`src/rtl/key_pkg.sv`:
```
// Shared definitions for the keyboard conditioning path: arrow keycodes,
// the arrow filter helper, and the press/auto-repeat FSM state encoding.
package key_pkg;

  localparam logic [7:0] KEY_RIGHT = 8'd79;
  localparam logic [7:0] KEY_LEFT  = 8'd80;
  localparam logic [7:0] KEY_DOWN  = 8'd81;
  localparam logic [7:0] KEY_UP    = 8'd82;

  typedef enum logic [1:0] {
    IDLE   = 2'd0,
    DELAY  = 2'd1,
    REPEAT = 2'd2
  } key_state_e;

  // True for the four codes the ball motion stage understands.
  function automatic logic is_arrow(input logic [7:0] code);
    return (code == KEY_RIGHT) || (code == KEY_LEFT) ||
           (code == KEY_DOWN)  || (code == KEY_UP);
  endfunction

endpackage

```
`src/rtl/key_debounce.sv`:
```
// Frame-based debouncer for the filtered arrow code. A code is accepted once
// it has been seen on DEBOUNCE_FRAMES consecutive frames; release (code 0)
// goes through the same path. accepted_next exposes the value accepted will
// take on the coming edge so the top level can suppress a pulse that would
// land on the same edge as a release.
module key_debounce #(
  parameter int DEBOUNCE_FRAMES = 2,
  parameter int CNT_W           = 6
) (
  input  logic             frame_clk,
  input  logic             Reset,
  input  logic [7:0]       code_in,
  output logic [7:0]       accepted,
  output logic [7:0]       accepted_next,
  output logic             key_valid
);

  localparam logic [CNT_W-1:0] STABLE_LAST = CNT_W'(DEBOUNCE_FRAMES - 1);

  logic [7:0]       candidate;
  logic [CNT_W-1:0] stable_cnt;
  logic             saturated;

  assign saturated     = (stable_cnt == STABLE_LAST);
  assign accepted_next = saturated ? candidate : accepted;

  // Track how long the candidate has been stable and promote it once saturated.
  always_ff @(posedge frame_clk or posedge Reset) begin
    if (Reset) begin
      candidate  <= 8'd0;
      stable_cnt <= '0;
      accepted   <= 8'd0;
      key_valid  <= 1'b0;
    end else begin
      if (code_in != candidate) begin
        candidate  <= code_in;
        stable_cnt <= '0;
      end else if (!saturated) begin
        stable_cnt <= stable_cnt + CNT_W'(1);
      end
      accepted  <= accepted_next;
      key_valid <= (accepted_next != 8'd0);
    end
  end

endmodule

```
`src/rtl/key_repeat_gen.sv`:
```
// Conditions the raw USB keycode for the ball motion stage: arrow filter,
// frame debounce, then either a first-step pulse plus auto-repeat pulses
// (KEY_REPEAT_EN defined) or the accepted key on every frame (KEY_REPEAT_EN
// undefined, continuous motion).
module key_repeat_gen
  import key_pkg::*;
#(
  parameter int DEBOUNCE_FRAMES = 2,
  parameter int REPEAT_DELAY    = 15,
  parameter int REPEAT_PERIOD   = 4,
  parameter int CNT_W           = 6
) (
  input  logic       frame_clk,
  input  logic       Reset,
  input  logic [7:0] keycode_in,
  output logic [7:0] keycode_out,
  output logic       key_valid,
  output logic [7:0] press_cnt
);

  logic [7:0] filt_code;
  logic [7:0] accepted;
  logic [7:0] acc_next;
  logic [7:0] prev_acc;
  logic       new_press;

  // Register the raw keycode, mapping anything that is not an arrow to 0.
  always_ff @(posedge frame_clk or posedge Reset) begin
    if (Reset) begin
      filt_code <= 8'd0;
    end else begin
      filt_code <= is_arrow(keycode_in) ? keycode_in : 8'd0;
    end
  end

  key_debounce #(
    .DEBOUNCE_FRAMES (DEBOUNCE_FRAMES),
    .CNT_W           (CNT_W)
  ) u_debounce (
    .frame_clk     (frame_clk),
    .Reset         (Reset),
    .code_in       (filt_code),
    .accepted      (accepted),
    .accepted_next (acc_next),
    .key_valid     (key_valid)
  );

  // A new press is a nonzero accepted key differing from last frame's, and
  // not being released on this very edge.
  assign new_press = (accepted != 8'd0) && (accepted != prev_acc) &&
                     (acc_next != 8'd0);

`ifdef KEY_REPEAT_EN

  localparam logic [CNT_W-1:0] DELAY_LAST  = CNT_W'(REPEAT_DELAY - 1);
  localparam logic [CNT_W-1:0] PERIOD_LAST = CNT_W'(REPEAT_PERIOD - 1);

  key_state_e       state, state_next;
  logic [CNT_W-1:0] rep_cnt, rep_cnt_next;
  logic             pulse;

  // FSM state and repeat counter registers.
  always_ff @(posedge frame_clk or posedge Reset) begin
    if (Reset) begin
      state   <= IDLE;
      rep_cnt <= '0;
    end else begin
      state   <= state_next;
      rep_cnt <= rep_cnt_next;
    end
  end

  // Decide whether this edge emits a pulse and where the FSM goes next.
  always_comb begin
    state_next   = state;
    rep_cnt_next = rep_cnt;
    pulse        = 1'b0;
    if (acc_next == 8'd0) begin
      state_next   = IDLE;
      rep_cnt_next = '0;
    end else if (new_press) begin
      pulse        = 1'b1;
      rep_cnt_next = '0;
      state_next   = DELAY;
    end else begin
      unique case (state)
        IDLE: begin
          rep_cnt_next = '0;
        end
        DELAY: begin
          if (rep_cnt == DELAY_LAST) begin
            pulse        = 1'b1;
            rep_cnt_next = '0;
            state_next   = REPEAT;
          end else begin
            rep_cnt_next = rep_cnt + CNT_W'(1);
          end
        end
        REPEAT: begin
          if (rep_cnt == PERIOD_LAST) begin
            pulse        = 1'b1;
            rep_cnt_next = '0;
          end else begin
            rep_cnt_next = rep_cnt + CNT_W'(1);
          end
        end
        default: begin
          state_next   = IDLE;
          rep_cnt_next = '0;
        end
      endcase
    end
  end

  // Register the pulse output, the press counter and last frame's key.
  always_ff @(posedge frame_clk or posedge Reset) begin
    if (Reset) begin
      keycode_out <= 8'd0;
      press_cnt   <= 8'd0;
      prev_acc    <= 8'd0;
    end else begin
      keycode_out <= pulse ? accepted : 8'd0;
      if (new_press) begin
        press_cnt <= press_cnt + 8'd1;
      end
      prev_acc <= accepted;
    end
  end

`else

  // Continuous mode: forward the accepted key every frame and count presses.
  always_ff @(posedge frame_clk or posedge Reset) begin
    if (Reset) begin
      keycode_out <= 8'd0;
      press_cnt   <= 8'd0;
      prev_acc    <= 8'd0;
    end else begin
      keycode_out <= accepted;
      if (new_press) begin
        press_cnt <= press_cnt + 8'd1;
      end
      prev_acc <= accepted;
    end
  end

`endif

endmodule

```
`config.mk`:
```
export PLATFORM = sky130hd
export DESIGN_NAME = key_repeat_gen
export DESIGN_NICKNAME = d
export VERILOG_FILES = /design/src/rtl/key_pkg.sv /design/src/rtl/key_debounce.sv /design/src/rtl/key_repeat_gen.sv
export SDC_FILE = /design/constraint.sdc
export NUM_CORES = 1
export LEC_CHECK = 0
export CAP_MARGIN = 10
export CORE_MARGIN = 2
export CORE_UTILIZATION = 51
export DETAILED_ROUTE_END_ITERATION = 16
export HOLD_SLACK_MARGIN = 0.08
export PLACE_DENSITY = 0.75
export SLEW_MARGIN = 25
export SYNTH_ARGS = -nofsm -noshare
export SYNTH_HDL_FRONTEND = slang
export SYNTH_HIERARCHICAL = 1
export SYNTH_SLANG_ARGS = --single-unit
```
`constraint.sdc`:
```
create_clock -name frame_clk -period 3.2 [get_ports frame_clk]
set_input_delay 0.96 -clock frame_clk [delete_from_list [all_inputs] [get_ports frame_clk]]
set_output_delay 0.96 -clock frame_clk [all_outputs]
set_load 0.01 [all_outputs]
```
==> flow_summary_export.csv <==
group,metric,value,unit
cts,post_cts_buffers,0,
worst_setup_path,reg2reg_depth,10,
cts,cts_resized,0,
floorplanning,start_util,54.0,%
pwr,clkPwrFrac,20.4,%
routing,wl_per_cell,15.0,microns
global_route,globalRouteOverflowTotal,0,
worst_setup_path,crit_path_end_kind,"flip-flop",
global_route,grt_pass1_wl,6310,microns
pwr,report.power.total,1.62,mW
cts,cts_sinks,47,
logic_synthesis,syn_inst,163,
placed_design,io_buffers,26,
floorplanning,fp.dieArea,4450,sq um
placed_design,gp_congestion,0.755,
min_path,hp-start,"filt_code[4]",
timing,slew_headroom,43.0,%
timing,rsz0062_at_grt,"no",
cts,h-tree-depth,2,
placed_design,dp_cells,229,
pwr,p_seq_share,47.1,%
pwr,cell_internal_pwr,1.09,mW
timing,setup_ws,0.265,ns
min_path,hold_depth,0,
worst_setup_path,cp_max_fo,9,
floorplanning,fp-row-count,22,
logic_synthesis,synth_top_area_share,58.6,%
logic_synthesis,avgSynthCellArea,12.3,sq um
outcome,status,"complete, no violations",
routing,drc,0,
global_route,grt_usage,19.3,%
pwr,vdd_drop_max,0.395,mV
routing,dr.pass1.iters,4,
logic_synthesis,yosys.cell_types.count,35,
pwr,power.density,681,nW/um^2
routing,drtIter0Drc,69,
timing,max_slew.worst_pin.slew,0.855,ns
logic_synthesis,ys_seq_elements,47,
logic_synthesis,synth_top_area_cell,"dfrtp_1",
timing,tns,0,ns
logic_synthesis,syn_area,2010,sq um
logic_synthesis,yosysSeqAreaShare,58.6,%
timing,fin_crit,2.94,ns
worst_setup_path,regToRegSetupSlack,0.26,ns
floorplanning,die_x,66.7,microns
cts,cts_made_buffers,5,
worst_setup_path,crit_type,"reg2reg",
logic_synthesis,yosysWarnings,6,
worst_setup_path,r2r-end,"press_cnt[1]",
cts,cts_hold_buffers,0,
worst_setup_path,cp_data_required_time,3.38,ns
timing,setup_viol,0,
timing,clock_skew,0.00509,ns
cts,cts_tree,"yes",
floorplanning,die_y,66.7,microns
floorplanning,core,3720,sq um
floorplanning,io_pins,27,
routing,wl,3560,microns
timing,max_freq,341,MHz
worst_setup_path,r2r-start,"u_debounce/stable_cnt[1]",
routing,vias_per_cell,5.41,
logic_synthesis,synth_area_leaders,"dfrtp_1, xnor2_1, xor2_1, mux2_2, nor4_1",
cells_and_area,n_antenna_cell,0,
placed_design,dp_hpwl,2750,microns
pwr,pwr-share-comb,32.5,%
placed_design,dp_slack,0.315,ns
cells_and_area,finish.net_count,201,
min_path,hold_class,"reg2reg",
pwr,p_switching,525,uW
routing,via_count,1281,
global_route,grt_pass1_vias,1372,
pwr,swShare,32.5,%
cts,cts.clk_slew.worst_paths,0.08,ns
cts,cts.path.max_buffers,2,
timing,final_max_slew_viol_count,0,
cells_and_area,layout-drive-gt1-share,11.1,%
cts,root_buffer,"clkbuf_8",
cts,clk-insertion-delay-late,0.29,ns
run,cap_violations,0,
global_route,grt_max_degree,25,
timing,hold_viol_final,0,
cells_and_area,area_growth,18.3,%
pwr,power_leakage,1.03,nW
timing,fin_crit_sh,91.7,%
routing,drt.antenna.violating_nets,0,
worst_setup_path,startpoint_type,"flip-flop",
global_route,antenna_found_initial,0,
min_path,min_to,"u_debounce/candidate[4]",
cells_and_area,stdcell_count,237,
worst_setup_path,cp.arrival,3.12,ns
per-stage QoR:
step                      area (sq um)  utilization, %  hold slack [ns]
after floorplan                   2010               -            0.426
after global placement            2290            61.7            0.380
after detailed placement          2290            61.7            0.387
after CTS                         2370            63.9            0.404
after global routing              2370            63.9            0.417
final                             2370            63.9            0.400
worst max path at each step:
stage | endpoint | depth (start not counted) | startpoint
global route | press_cnt[1] | 10 | u_debounce/stable_cnt[1]
detailed placement | press_cnt[1] | 10 | u_debounce/stable_cnt[1]
global placement | press_cnt[1] | 10 | u_debounce/stable_cnt[1]
CTS | press_cnt[1] | 10 | u_debounce/stable_cnt[1]
floorplan | press_cnt[1] | 11 | u_debounce/stable_cnt[1]
finish | press_cnt[1] | 10 | u_debounce/stable_cnt[1]
kinds of logic after synthesis:
| group | after synthesis | share of synthesized area (%) |
|---|---|---|
| adders and majority gates | 3 | 1.87 |
| other | 1 | 0.187 |
| DFF | 47 | 58.6 |
| muxes | 10 | 5.80 |
| buffers and inverters | 14 | 3.05 |
| and+or+nand+nor | 57 | 17.8 |
| AOI/OAI and AO/OA | 6 | 1.81 |
| xor gates and xnor gates | 25 | 10.9 |
cells in the mapped netlist:
library cell / n
a31oi_1: 1
mux2_1: 3
nand2_2: 1
nor3_1: 7
or4b_1: 1
inv_1: 4
dfrtp_1: 47
buf_6: 1
mux2_2: 6
xnor2_1: 17
ha_1: 3
or3_1: 1
nor2b_1: 2
nor4_1: 8
nor4b_2: 1
nor2_4: 1
o21ai_0: 3
nor2_2: 1
nand3b_1: 1
nand2b_1: 1
nor2_1: 4
nand2_1: 11
and2_1: 3
clkbuf_1: 8
nor2_8: 1
nor4b_1: 2
xor2_1: 8
conb_1: 1
nor4_2: 2
nor3b_1: 1
mux2_4: 1
nand3_1: 4
buf_2: 1
nand4_1: 4
a211oi_1: 2
state kept, by name, summed over array words and instances (netlist names):
signal / flops
filt_code: 8
keycode_out: 8
press_cnt: 8
u_debounce/accepted: 8
u_debounce/candidate: 8
u_debounce/stable_cnt: 6
u_debounce/key_valid: 1
area by class of cell:
type	instances	area [sq um]
Tap cell	48	60.1
Sequential cell	47	1180
Fill cell	311	1340
Clock inverter	1	5.00
Clock buffer	7	76.3
Timing Repair Buffer	27	268
Inverter	4	15.0
Multi-Input combinational cell	103	773
per-layer routing:
layer | routed length (microns) | global-route usage, %
met4 | 65 | 7.65
met1 | 1520 | 23.7
met2 | 1850 | 33.1
met3 | 127 | 4.05
met5 | 0 | 0
power by group through the flow:
stage | registers [mW] | clock network (mW) | logic (mW)
3_5_place_dp | 0.773 | 0 | 0.529
4_1_cts | 0.763 | 0.342 | 0.533
3_3_place_gp | 0.761 | 0 | 0.507
6_report | 0.761 | 0.330 | 0.525
2_1_floorplan | 0.782 | 0 | 0.312
5_1_grt | 0.774 | 0.369 | 0.569
layout by cell type, fill, tap and decap left out, drive strengths merged:
cell type      instances
nand3                  4
nand2                 12
inv                    4
nor4                  10
mux2                  10
or4b                   1
nor3b                  1
nor3                   7
buf                    1
dfrtp                 47
a31oi                  1
conb                   2
nor4b                  3
clkdlybuf4s50         26
or3                    1
nor2b                  2
clkinv                 1
xnor2                 17
ha                     3
a211oi                 2
clkbuf                 7
o21ai                  3
nand2b                 1
nand3b                 1
nor2                   7
xor2                   8
and2                   3
nand4                  4
worst max-delay path: stages (launching register included):
cell and delay (ns):
dfrtp_1 0.42, inv_1 0.07, ha_1 0.12, or4b_1 0.61, nor2_8 0.23, mux2_1 0.37, nor4_1 0.32, nand2_1 0.11
nand2_2 0.19, nor2_2 0.07, mux2_4 0.30
Note: power is estimated with default switching activity, not from simulation.
